**src/rtl/pipeline_ctrl_if.sv**
```systemverilog
// Signal bundle between the 5-stage MIPS datapath (master) and pipeline_ctrl (slave).
// The cycle/stall/flush counter signals exist only when PERF_CNT_EN is defined.
interface pipeline_ctrl_if #(
    parameter int CNT_W = 32
);
    logic       MemRead_id_ex;
    logic [4:0] rt_id_ex;
    logic [4:0] rs_id;
    logic [4:0] rt_id;
    logic       uses_rs_id;
    logic       uses_rt_id;
    logic       pc_bj_ex;
    logic       halt_ex;

    logic       pc_en;
    logic       if_id_en;
    logic       if_id_flush;
    logic       id_ex_flush;
    logic       halted;
    logic [2:0] state_o;

`ifdef PERF_CNT_EN
    logic [CNT_W-1:0] cycle_cnt;
    logic [CNT_W-1:0] stall_cnt;
    logic [CNT_W-1:0] flush_cnt;

    modport master (
        output MemRead_id_ex, rt_id_ex, rs_id, rt_id, uses_rs_id, uses_rt_id, pc_bj_ex, halt_ex,
        input  pc_en, if_id_en, if_id_flush, id_ex_flush, halted, state_o,
        input  cycle_cnt, stall_cnt, flush_cnt
    );
    modport slave (
        input  MemRead_id_ex, rt_id_ex, rs_id, rt_id, uses_rs_id, uses_rt_id, pc_bj_ex, halt_ex,
        output pc_en, if_id_en, if_id_flush, id_ex_flush, halted, state_o,
        output cycle_cnt, stall_cnt, flush_cnt
    );
`else
    modport master (
        output MemRead_id_ex, rt_id_ex, rs_id, rt_id, uses_rs_id, uses_rt_id, pc_bj_ex, halt_ex,
        input  pc_en, if_id_en, if_id_flush, id_ex_flush, halted, state_o
    );
    modport slave (
        input  MemRead_id_ex, rt_id_ex, rs_id, rt_id, uses_rs_id, uses_rt_id, pc_bj_ex, halt_ex,
        output pc_en, if_id_en, if_id_flush, id_ex_flush, halted, state_o
    );
`endif
endinterface

```
**src/rtl/pipeline_ctrl.sv**
```systemverilog
// Hazard/sequencing controller for the 5-stage MIPS pipeline: load-use stalls, branch flushes, halt drain.
// Define PERF_CNT_EN to add saturating cycle/stall/flush performance counters.
module pipeline_ctrl #(
    parameter int LOAD_STALL_CYCLES = 1,
    parameter int DRAIN_CYCLES      = 2,
    parameter int CNT_W             = 32
) (
    input  logic              clk,
    input  logic              rst_n,
    pipeline_ctrl_if.slave    bus
);
    localparam logic [2:0] S_INIT  = 3'd0;
    localparam logic [2:0] S_RUN   = 3'd1;
    localparam logic [2:0] S_STALL = 3'd2;
    localparam logic [2:0] S_DRAIN = 3'd3;
    localparam logic [2:0] S_HALT  = 3'd4;

    // One shared down-counter serves both STALL and DRAIN; size it for the larger reload.
    localparam int STALL_RELOAD = (LOAD_STALL_CYCLES > 1) ? LOAD_STALL_CYCLES - 2 : 0;
    localparam int DRAIN_RELOAD = (DRAIN_CYCLES > 1) ? DRAIN_CYCLES - 1 : 0;
    localparam int CNT_MAX      = (STALL_RELOAD > DRAIN_RELOAD) ? STALL_RELOAD : DRAIN_RELOAD;
    localparam int CW           = (CNT_MAX < 2) ? 1 : $clog2(CNT_MAX + 1);

    logic [2:0]    state_q, state_d;
    logic [CW-1:0] cnt_q, cnt_d;
    logic          hazard;
    logic          pcEn, ifIdEn, ifIdFlush, idExFlush, haltedOut;

    assign hazard = bus.MemRead_id_ex && (bus.rt_id_ex != 5'd0) &&
                    ((bus.uses_rs_id && (bus.rs_id == bus.rt_id_ex)) ||
                     (bus.uses_rt_id && (bus.rt_id == bus.rt_id_ex)));

    always_comb begin
        state_d   = state_q;
        cnt_d     = cnt_q;
        pcEn      = 1'b0;
        ifIdEn    = 1'b0;
        ifIdFlush = 1'b1;
        idExFlush = 1'b1;
        haltedOut = 1'b0;
        case (state_q)
            S_INIT: state_d = S_RUN;
            S_RUN: begin
                // halt beats branch beats hazard: a branch makes the ID instruction wrong-path
                if (bus.halt_ex) begin
                    state_d = S_DRAIN;
                    cnt_d   = CW'(DRAIN_RELOAD);
                end else if (bus.pc_bj_ex) begin
                    pcEn   = 1'b1;
                    ifIdEn = 1'b1;
                end else if (hazard) begin
                    ifIdFlush = 1'b0;
                    if (LOAD_STALL_CYCLES > 1) begin
                        state_d = S_STALL;
                        cnt_d   = CW'(STALL_RELOAD);
                    end
                end else begin
                    pcEn      = 1'b1;
                    ifIdEn    = 1'b1;
                    ifIdFlush = 1'b0;
                    idExFlush = 1'b0;
                end
            end
            S_STALL: begin
                ifIdFlush = 1'b0;
                if (cnt_q == '0) state_d = S_RUN;
                else             cnt_d   = cnt_q - CW'(1);
            end
            S_DRAIN: begin
                if (cnt_q == '0) state_d = S_HALT;
                else             cnt_d   = cnt_q - CW'(1);
            end
            S_HALT:  haltedOut = 1'b1;
            default: state_d = S_INIT;
        endcase
    end

    always_ff @(posedge clk or negedge rst_n) begin
        if (!rst_n) begin
            state_q <= S_INIT;
            cnt_q   <= '0;
        end else begin
            state_q <= state_d;
            cnt_q   <= cnt_d;
        end
    end

    assign bus.pc_en       = pcEn;
    assign bus.if_id_en    = ifIdEn;
    assign bus.if_id_flush = ifIdFlush;
    assign bus.id_ex_flush = idExFlush;
    assign bus.halted      = haltedOut;
    assign bus.state_o     = state_q;

`ifdef PERF_CNT_EN
    logic [CNT_W-1:0] cycleCnt_q, stallCnt_q, flushCnt_q;
    logic             active, stallEvt, flushEvt;

    // Events only occur in RUN/STALL, so the counters freeze by themselves in DRAIN/HALT.
    assign active   = (state_q == S_RUN) || (state_q == S_STALL);
    assign flushEvt = (state_q == S_RUN) && !bus.halt_ex && bus.pc_bj_ex;
    assign stallEvt = (state_q == S_STALL) ||
                      ((state_q == S_RUN) && !bus.halt_ex && !bus.pc_bj_ex && hazard);

    always_ff @(posedge clk or negedge rst_n) begin
        if (!rst_n) begin
            cycleCnt_q <= '0;
            stallCnt_q <= '0;
            flushCnt_q <= '0;
        end else begin
            if (active && (cycleCnt_q != '1))   cycleCnt_q <= cycleCnt_q + CNT_W'(1);
            if (stallEvt && (stallCnt_q != '1)) stallCnt_q <= stallCnt_q + CNT_W'(1);
            if (flushEvt && (flushCnt_q != '1)) flushCnt_q <= flushCnt_q + CNT_W'(1);
        end
    end

    assign bus.cycle_cnt = cycleCnt_q;
    assign bus.stall_cnt = stallCnt_q;
    assign bus.flush_cnt = flushCnt_q;
`endif
endmodule

```
**src/flat_wrapper.sv**
```systemverilog
// flat-port wrapper written by rule: the top's interface ports become plain ports
module pipeline_ctrl_flat 
#(
    parameter int LOAD_STALL_CYCLES = 1,
    parameter int DRAIN_CYCLES      = 2,
    parameter int CNT_W             = 32
)
  (clk, rst_n, bus_MemRead_id_ex, bus_rt_id_ex, bus_rs_id, bus_rt_id, bus_uses_rs_id, bus_uses_rt_id, bus_pc_bj_ex, bus_halt_ex, bus_pc_en, bus_if_id_en, bus_if_id_flush, bus_id_ex_flush, bus_halted, bus_state_o);
  pipeline_ctrl_if #(.CNT_W(CNT_W)) bus_i ();
  input  logic clk;
  input  logic rst_n;
  input wire logic [$bits(bus_i.MemRead_id_ex)-1:0] bus_MemRead_id_ex;
  input wire logic [$bits(bus_i.rt_id_ex)-1:0] bus_rt_id_ex;
  input wire logic [$bits(bus_i.rs_id)-1:0] bus_rs_id;
  input wire logic [$bits(bus_i.rt_id)-1:0] bus_rt_id;
  input wire logic [$bits(bus_i.uses_rs_id)-1:0] bus_uses_rs_id;
  input wire logic [$bits(bus_i.uses_rt_id)-1:0] bus_uses_rt_id;
  input wire logic [$bits(bus_i.pc_bj_ex)-1:0] bus_pc_bj_ex;
  input wire logic [$bits(bus_i.halt_ex)-1:0] bus_halt_ex;
  output wire logic [$bits(bus_i.pc_en)-1:0] bus_pc_en;
  output wire logic [$bits(bus_i.if_id_en)-1:0] bus_if_id_en;
  output wire logic [$bits(bus_i.if_id_flush)-1:0] bus_if_id_flush;
  output wire logic [$bits(bus_i.id_ex_flush)-1:0] bus_id_ex_flush;
  output wire logic [$bits(bus_i.halted)-1:0] bus_halted;
  output wire logic [$bits(bus_i.state_o)-1:0] bus_state_o;
  assign bus_i.MemRead_id_ex = bus_MemRead_id_ex;
  assign bus_i.rt_id_ex = bus_rt_id_ex;
  assign bus_i.rs_id = bus_rs_id;
  assign bus_i.rt_id = bus_rt_id;
  assign bus_i.uses_rs_id = bus_uses_rs_id;
  assign bus_i.uses_rt_id = bus_uses_rt_id;
  assign bus_i.pc_bj_ex = bus_pc_bj_ex;
  assign bus_i.halt_ex = bus_halt_ex;
  assign bus_pc_en = bus_i.pc_en;
  assign bus_if_id_en = bus_i.if_id_en;
  assign bus_if_id_flush = bus_i.if_id_flush;
  assign bus_id_ex_flush = bus_i.id_ex_flush;
  assign bus_halted = bus_i.halted;
  assign bus_state_o = bus_i.state_o;
  pipeline_ctrl #(.LOAD_STALL_CYCLES(LOAD_STALL_CYCLES), .DRAIN_CYCLES(DRAIN_CYCLES), .CNT_W(CNT_W)) u_core (.clk(clk), .rst_n(rst_n), .bus(bus_i));
endmodule
```
**config.mk**
```make
export PLATFORM = sky130hd
export DESIGN_NAME = pipeline_ctrl_flat
export DESIGN_NICKNAME = d
export VERILOG_FILES = /design/src/rtl/pipeline_ctrl_if.sv /design/src/rtl/pipeline_ctrl.sv /design/src/flat_wrapper.sv
export SDC_FILE = /design/constraint.sdc
export NUM_CORES = 1
export LEC_CHECK = 0
export CORE_AREA = 2 2 39 41
export CTS_BUF_LIST = sky130_fd_sc_hd__clkbuf_4
export DETAILED_ROUTE_END_ITERATION = 8
export DIE_AREA = 0 0 41 43
export DONT_BUFFER_PORTS = 1
export SLEW_MARGIN = 0
export SYNTH_ARGS = -nofsm -noshare
export SYNTH_HDL_FRONTEND = slang
export SYNTH_SLANG_ARGS = --single-unit
export TNS_END_PERCENT = 50
```
**constraint.sdc**
```tcl
create_clock -name clk -period 2.84 [get_ports clk]
set_clock_uncertainty 0.05 [all_clocks]
set_input_delay 0.71 -clock clk [delete_from_list [all_inputs] [get_ports clk]]
set_output_delay 0.71 -clock clk [all_outputs]
set_load 0.02 [all_outputs]
```
==> results.py, run 1 <==
metrics = {
    "worst_setup_path": {
        "r2r_start": "u_core.bus.state_o[2]",
        "worstSetupEndpointType": "primary output",
        "r2r_end": "u_core.bus.state_o[2]",
        "cp_num_cells": 5,
        "crit_path_start_kind": "input port",
        "max_stage_delay_ns": 0.35,
        "critPathRequiredTime_ns": 2.08,
        "worstSetupPathType": "input port to primary output",
        "path_max_fanout": 3,
        "rr_worst_depth": 3,
        "cpLargestDelayFamily": "compound AO/OA/AOI/OAI gates",
        "cp_num_buf_inv": 1,
        "path_cells": "xor2_1 -> nor4_2 -> a32oi_1 -> o311a_1 -> buf_4",
        "cp_slowest_cell": "o311a_1",
        "cp.arrival_ns": 1.81,
        "worst-r2r-setup-slack_ns": 1.32,
    },
    "layout": {
        "ff_latch_area_um2": 100,
        "multi_input_area_um2": 234,
        "fin_nets": 69,
        "nFillCells": 143,
        "insertedDiodeCount": 0,
        "drive_above_1_share": 0.156,
        "areaGrowthSynthToFinish_pct": 13.0,
    },
    "worst_hold_path": {
        "holdCritPathClass": "input port to async pin",
    },
    "sta": {
        "final_hold_viol_count": 0,
        "max-slew-margin-rel": 0.507,
        "timing.fmax_mhz": 390,
        "tightest_slew_ns": 0.734,
        "period_share": 0.904,
        "rsz0062_at_grt": "no",
        "period_needed_ns": 2.57,
        "setup_ws_ns": 0.273,
        "fin_hold_ws_ns": 0.121,
        "setup_viol": 0,
        "slew_viol_final": 0,
        "tns_ns": 0,
    },
    "yosys": {
        "synth_area_leader_cell": "dfrtp_1",
        "synth_top_area_share": 0.281,
        "synthCells": 42,
        "ys_ff_latch": 4,
        "ys.flop_type": "dfrtp_1",
        "ys_types": 21,
        "synth.avg_cell_area_um2": 8.49,
        "synth_edf_count": 0,
        "ys_seq_area_frac": 0.281,
        "synth_area_um2": 357,
        "yosys.cell_count.top_type": "xor2_1",
        "synthTopCellsByCount": "xor2_1, a21oi_1, dfrtp_1",
        "yosysWarningCount": 0,
        "synthArstFlopShare": 1.00,
        "synth_top_cells_by_area": "dfrtp_1, xor2_1, a21oi_1",
        "syn-num-nets": 64,
    },
    "clock_network": {
        "clk_pin_slew_ns": 0.04,
        "cts_resized": 0,
        "cts.sinks": 4,
        "cts.path.max_buffers": 2,
        "cts-root-buf": "clkbuf_4",
        "cts_inserted_buffers": 3,
        "clk_latency_ns": 0.23,
        "cts_tree": "built",
        "ctsHoldBuffers": 0,
        "cts.htree.levels": 1,
        "post_cts_buffers": 0,
    },
    "grt": {
        "grt_pass1_wl_mm": 1.09,
        "first_global_vias": 277,
        "grt_use_total": 0.0915,
        "grt_max_degree": 10,
        "antenna_found_initial": 0,
        "gr-total-overflow": 0,
    },
    "drt": {
        "wl_per_cell_um": 12.0,
        "wirelength_um": 735,
        "drc": 0,
        "vias": 313,
        "vias_per_cell": 5.13,
        "first_pass_iters": 2,
        "drtIter0Drc": 2,
        "ant_nets": 0,
    },
    "placed_design": {
        "port_buffers": 0,
        "pre_cts_ws_ns": 0.281,
        "dp_hpwl_um": 635,
        "gp_congestion": 0.616,
    },
    "floorplanning": {
        "rows": 14,
        "core-area_um2": 1380,
        "dieArea_um2": 1760,
        "initial_core_util": 0.258,
        "die_w_um": 41,
        "die_h_um": 43,
        "pin_count": 30,
    },
    "flow_run": {
        "maxCapViolCount": 0,
    },
    "outcome": {
        "status": "finished, final reports clean",
    },
    "pwr": {
        "ir_drop_uv": 352,
        "power_density_nw_per_um2": 924,
        "cellLeakagePower_uw": 0.000165,
        "design_power_total_uw": 372,
    },
}
[per-stage QoR]
step / utilization / area (µm²) / cells
after detailed placement: 0.275 / 380 / 58
after global placement: 0.275 / 380 / 58
after floorplan: - / 357 / 42
after CTS: 0.291 / 403 / 61
after global routing: 0.291 / 403 / 61
final: 0.291 / 403 / 61
[layout make-up]
cell class	count	area share
multi-input combinational	33	0.581
sequential	4	0.248
clock buffer	3	0.0559
tap	16	0.0497
timing repair buffer	2	0.0373
inverter	3	0.0280
[worst max-delay path by stage]
stage                          from           end  slack, ns
finish              bus_rt_id_ex[4]     bus_pc_en       0.27
global placement    bus_rt_id_ex[4]  bus_if_id_en       0.26
global route        bus_rt_id_ex[4]     bus_pc_en       0.20
detailed placement  bus_rt_id_ex[4]     bus_pc_en       0.28
CTS                 bus_rt_id_ex[4]     bus_pc_en       0.27
floorplan           bus_rt_id_ex[1]     bus_pc_en       0.19
[per-layer routing]
layer	global-route usage	wire length (µm)	up-vias
met5	0	0	-
met4	0.0200	0	0
met3	0.0785	58	0
met2	0.141	403	8
met1	0.0903	274	150
li1	-	-	155
[power breakdown]
| part | total, µW | switching, µW | internal, µW |
|---|---|---|---|
| clock | 69.3 | 22.1 | 47.2 |
| sequential | 151 | 66.6 | 84.4 |
| combinational | 152 | 86.2 | 65.9 |
| total | 372 | 175 | 197 |
[layout by cell type, fill, tap and decap left out, drive strengths merged]
cell type	instances
a31o	1
and3	1
o21ai	2
buf	2
nand2	1
clkbuf	3
nor4	2
inv	3
or4	1
a21oi	4
nor2	3
o2111ai	1
nor2b	2
o311a	1
nor3	1
a32oi	1
dfrtp	4
and2	1
xnor2	2
xor2	9
[logic make-up after synthesis]
kind of cell	count (synthesis)	share of synthesized area
AO/OA/AOI/OAI	10	0.186
AND/OR/NAND/NOR	12	0.200
flip-flops	4	0.281
XOR/XNOR	11	0.270
buffers and inverters	5	0.0632
[registers in the layout, indices dropped and copies added, names as in the netlist]
signal and count:
u_core.bus.state_o 3, u_core.cnt_q 1
No activity file was read; power rests on OpenSTA's default activity.
==> run 2: changes to the inputs <==
==> constraint.sdc (replaced) <==
create_clock -name clk -period 2.13 [get_ports clk]
set_clock_uncertainty 0.05 [all_clocks]
set_input_delay 0.5325 -clock clk [delete_from_list [all_inputs] [get_ports clk]]
set_output_delay 0.5325 -clock clk [all_outputs]
set_load 0.02 [all_outputs]
==> results.py, run 2 (synthesized netlist as in run 1, its figures left out) <==
metrics = {
    "worst_setup_path": {
        "critPathRequiredTime_ns": 1.55,
        "path_cells": "xor2_1 -> nor4_2 -> a32oi_1 -> o311a_1 -> buf_4",
        "cp.arrival_ns": 1.58,
        "crit_path_start_kind": "input port",
        "worstSetupPathType": "input port to primary output",
        "r2r_start": "u_core.bus.state_o[2]",
        "worstSetupEndpointType": "primary output",
        "cp_slowest_cell": "o311a_1",
        "r2r_end": "u_core.bus.state_o[2]",
        "path_max_fanout": 3,
        "rr_worst_depth": 4,
        "max_stage_delay_ns": 0.33,
        "worst-r2r-setup-slack_ns": 0.94,
    },
    "clock_network": {
        "cts_tree": "built",
        "post_cts_buffers": 0,
        "cts.path.max_buffers": 2,
        "cts_inserted_buffers": 3,
        "clk_pin_slew_ns": 0.04,
        "cts.htree.levels": 1,
        "cts-root-buf": "clkbuf_4",
        "clk_latency_ns": 0.23,
        "cts.sinks": 4,
    },
    "grt": {
        "grt_use_total": 0.114,
        "antenna_found_initial": 0,
        "first_global_vias": 300,
        "grt_max_degree": 7,
        "gr-total-overflow": 0,
        "grt_pass1_wl_mm": 1.26,
    },
    "layout": {
        "drive_above_1_share": 0.255,
        "largest_reg_flops": 3,
        "multi_input_area_um2": 238,
        "final_common_cell": "xor2_1",
        "ff_latch_area_um2": 100,
        "fin_nets": 75,
        "insertedDiodeCount": 0,
        "most-common-layout-cells": "xor2_1, buf_4, a21oi_1, dfrtp_1",
        "nFillCells": 150,
        "areaGrowthSynthToFinish_pct": 27.4,
    },
    "drt": {
        "vias_per_cell": 4.85,
        "wirelength_um": 852,
        "drc": 0,
        "drtIter0Drc": 5,
        "first_pass_iters": 4,
        "vias": 325,
        "ant_nets": 0,
        "wl_per_cell_um": 12.7,
    },
    "pwr": {
        "cellLeakagePower_uw": 0.000194,
        "power_density_nw_per_um2": 1220,
        "design_power_total_uw": 552,
        "ir_drop_uv": 472,
    },
    "sta": {
        "period_needed_ns": 2.16,
        "setup_ws_ns": -0.0277,
        "fin_hold_ws_ns": 0.453,
        "tightest_slew_ns": 0.288,
        "period_share": 1.01,
        "final_hold_viol_count": 0,
        "max-slew-margin-rel": 0.808,
        "setup_viol": 2,
        "timing.fmax_mhz": 463,
        "slew_viol_final": 0,
        "rsz0062_at_grt": "yes",
    },
    "outcome": {
        "violations": "negative setup slack",
        "status": "finished with violations",
    },
    "floorplanning": {
        "die_w_um": 41,
        "die_h_um": 43,
        "core-area_um2": 1380,
        "initial_core_util": 0.258,
        "pin_count": 30,
        "rows": 14,
        "dieArea_um2": 1760,
    },
    "worst_hold_path": {
        "min_from": "bus_halt_ex",
        "holdPathEnd": "u_core.cnt_q",
        "hold_depth": 2,
        "holdCritPathClass": "input port to flop",
    },
    "flow_run": {
        "maxCapViolCount": 0,
    },
    "placed_design": {
        "gp_congestion": 0.710,
        "port_buffers": 0,
        "dp_hpwl_um": 749,
    },
}
run 2: final cells by class:
type                            instances  share of cell area
Clock buffer                            3              0.0496
Inverter                                3              0.0248
Multi-Input combinational cell         33               0.523
Sequential cell                         4               0.220
Tap cell                               16              0.0441
Timing Repair Buffer                    8               0.138
run 2: worst max-delay path by stage:
stage / slack (ns) / start / cells past startpoint / to
6_report: -0.03 / bus_rt_id_ex[4] / 5 / bus_pc_en
5_1_grt: -0.09 / bus_rt_id_ex[4] / 5 / bus_pc_en
4_1_cts: -0.04 / bus_rt_id_ex[4] / 5 / bus_pc_en
3_5_place_dp: -0.09 / bus_rt_id_ex[4] / 5 / bus_pc_en
3_3_place_gp: -0.06 / bus_rt_id_ex[4] / 5 / bus_pc_en
2_1_floorplan: -0.13 / bus_rt_id_ex[1] / 4 / bus_pc_en
run 2: critical path, delay by kind of cell:
| family | cells | cell delay, ns |
|---|---|---|
| compound gates | 2 | 0.47 |
| buf+inv | 1 | 0.17 |
| xor+xnor | 1 | 0.15 |
| simple gates | 1 | 0.25 |
run 2: per-stage QoR:
stage	setup TNS, ns	area, µm²	utilization	worst slack [ns]	instances
after CTS	-0.0874	450	0.325	-0.0442	67
after global placement	-0.126	418	0.302	-0.0644	63
after global routing	-0.172	454	0.328	-0.0850	67
final	-0.0550	454	0.328	-0.0277	67
after floorplan	-0.133	360	-	-0.133	42
after detailed placement	-0.175	418	0.302	-0.0882	63
run 2: metal layers:
metal	GRT usage	vias to the layer above	part of all wire
met1	0.117	146	0.34
li1	-	165	-
met4	0.100	0	0.025
met3	0.0524	4	0.048
met5	0	-	0
met2	0.163	10	0.58
run 2: power breakdown:
| part | internal (µW) | total [µW] | switching (µW) |
|---|---|---|---|
| sequential | 113 | 164 | 51.0 |
| combinational | 127 | 296 | 169 |
| clock | 62.9 | 92.0 | 29.1 |
run 2: repair_timing:
item | 4_1_cts | 5_1_grt
pin swaps | 2 | 0
hold buffers | 1 | 0
setup endpoints to repair | 2 | 3
resized for setup | 0 | 1
endpoints found under the hold margin | 4 | 0
==> run 3: changes to the inputs <==
--- a/config.mk
+++ b/config.mk
@@ -10,6 +10,7 @@
 export DETAILED_ROUTE_END_ITERATION = 8
 export DIE_AREA = 0 0 41 43
 export DONT_BUFFER_PORTS = 1
+export PLACE_DENSITY = 0.49
 export SLEW_MARGIN = 0
 export SYNTH_ARGS = -nofsm -noshare
 export SYNTH_HDL_FRONTEND = slang
==> results.py, run 3 (synthesized netlist as in run 1, its figures left out) <==
metrics = {
    "pwr": {
        "cellLeakagePower_uw": 0.000207,
        "design_power_total_uw": 593,
        "power_density_nw_per_um2": 1170,
        "ir_drop_uv": 323,
    },
    "worst_setup_path": {
        "path_max_fanout": 3,
        "max_stage_delay_ns": 0.35,
        "worstSetupEndpoint": "bus_pc_en",
        "path_cells": "xor2_2 -> nor4_2 -> a32oi_1 -> o311a_1 -> buf_12",
        "r2r_start": "u_core.bus.state_o[0]",
        "critPathRequiredTime_ns": 1.55,
        "rr_worst_depth": 3,
        "worstSetupPathType": "input port to primary output",
        "startpoint": "bus_rt_id_ex[1]",
        "worst-r2r-setup-slack_ns": 1.07,
        "worstSetupEndpointType": "primary output",
        "r2r_end": "u_core.bus.state_o[2]",
        "cp_slowest_cell": "o311a_1",
        "cp.arrival_ns": 1.61,
        "crit_path_start_kind": "input port",
    },
    "clock_network": {
        "cts_tree": "built",
        "post_cts_buffers": 0,
        "cts.sinks": 4,
        "clk_pin_slew_ns": 0.04,
        "cts-root-buf": "clkbuf_4",
        "cts.htree.levels": 1,
        "cts.path.max_buffers": 2,
        "cts_inserted_buffers": 3,
        "clk_latency_ns": 0.24,
    },
    "grt": {
        "grt-busiest-layer": "met2",
        "grt_max_degree": 9,
        "use_met2": 0.172,
        "first_global_vias": 348,
        "gr-total-overflow": 0,
        "antenna_found_initial": 0,
        "grt_use_total": 0.113,
        "globalRouteMet1Util": 0.109,
        "grt_pass1_wl_mm": 1.30,
        "met3_usage": 0.0471,
    },
    "drt": {
        "drtIter0Drc": 3,
        "first_pass_iters": 2,
        "vias_per_cell": 5.00,
        "ant_nets": 0,
        "vias": 340,
        "drc": 0,
        "wl_per_cell_um": 14.0,
        "wirelength_um": 951,
    },
    "sta": {
        "rsz0062_at_grt": "yes",
        "period_share": 1.03,
        "timing.fmax_mhz": 456,
        "final_hold_viol_count": 0,
        "fin_hold_ws_ns": 0.434,
        "period_needed_ns": 2.19,
        "max-slew-margin-rel": 0.768,
        "tightest_slew_ns": 0.347,
        "slew_viol_final": 0,
        "setup_viol": 3,
        "setup_ws_ns": -0.0616,
    },
    "placed_design": {
        "gp_congestion": 0.577,
        "pre_cts_ws_ns": -0.0957,
        "port_buffers": 0,
        "dp_hpwl_um": 732,
    },
    "layout": {
        "multi_input_area_um2": 269,
        "fin_nets": 76,
        "most-common-layout-cells": "xor2_1, buf_4, a21oi_1, dfrtp_1",
        "drive_above_1_share": 0.346,
        "insertedDiodeCount": 0,
        "ff_latch_area_um2": 100,
        "largest_reg_flops": 3,
        "areaGrowthSynthToFinish_pct": 41.8,
        "final_common_cell": "xor2_1",
        "nFillCells": 154,
    },
    "floorplanning": {
        "rows": 14,
        "die_w_um": 41,
        "die_h_um": 43,
        "pin_count": 30,
        "initial_core_util": 0.258,
        "dieArea_um2": 1760,
        "core-area_um2": 1380,
    },
    "worst_hold_path": {
        "holdCritPathClass": "input port to flop",
    },
    "flow_run": {
        "maxCapViolCount": 0,
    },
    "outcome": {
        "status": "finished with violations",
        "violations": "negative setup slack",
    },
}
run 3: worst min-delay path by stage:
| stage | start | endpoint | slack (ns) | depth (start not counted) |
|---|---|---|---|---|
| global placement | rst_n | u_core.bus.state_o[0] | 0.19 | 0 |
| global route | bus_halt_ex | u_core.cnt_q | 0.45 | 2 |
| detailed placement | rst_n | u_core.bus.state_o[2] | 0.19 | 0 |
| floorplan | rst_n | u_core.bus.state_o[0] | 0.19 | 0 |
| finish | bus_halt_ex | u_core.cnt_q | 0.43 | 2 |
| CTS | bus_halt_ex | u_core.cnt_q | 0.43 | 2 |
run 3: power breakdown:
part / switching, µW / internal (µW)
sequential: 38.0 / 113
clock: 33.4 / 63.2
combinational: 193 / 153
run 3: per-stage QoR:
stage               utilization  cell area (µm²)  TNS [ns]  std cells
finish                    0.365              505    -0.164         68
global route              0.365              505    -0.253         68
CTS                       0.355              492    -0.161         68
detailed placement        0.316              438    -0.268         64
global placement          0.316              438    -0.215         64
floorplan                     -              360    -0.133         42
run 3: what timing repair did:
| action | 4_1_cts | 5_1_grt |
|---|---|---|
| pin swaps | 4 | 6 |
| endpoints found under the setup margin | 3 | 3 |
| endpoints found under the hold margin | 4 | 0 |
| hold buffers | 1 | 0 |
| resized for setup | 4 | 2 |
run 3: layout make-up:
class,instances,share of cell area
multi-input combinational,33,0.532
timing repair buffer,9,0.163
clock buffer,3,0.0446
inverter,3,0.0223
sequential,4,0.198
tap,16,0.0396
run 3: critical path: cells and delay by family:
kind | cells | cell delay (ns)
xor gates and xnor gates | 1 | 0.16
AOI/OAI and AO/OA | 2 | 0.47
and+or+nand+nor | 1 | 0.29
buffers and inverters | 1 | 0.15
run 3: routing by layer:
metal	up-vias	wire, µm
li1	166	-
met1	159	333
met2	15	537
met3	0	80
met4	0	0
met5	-	0
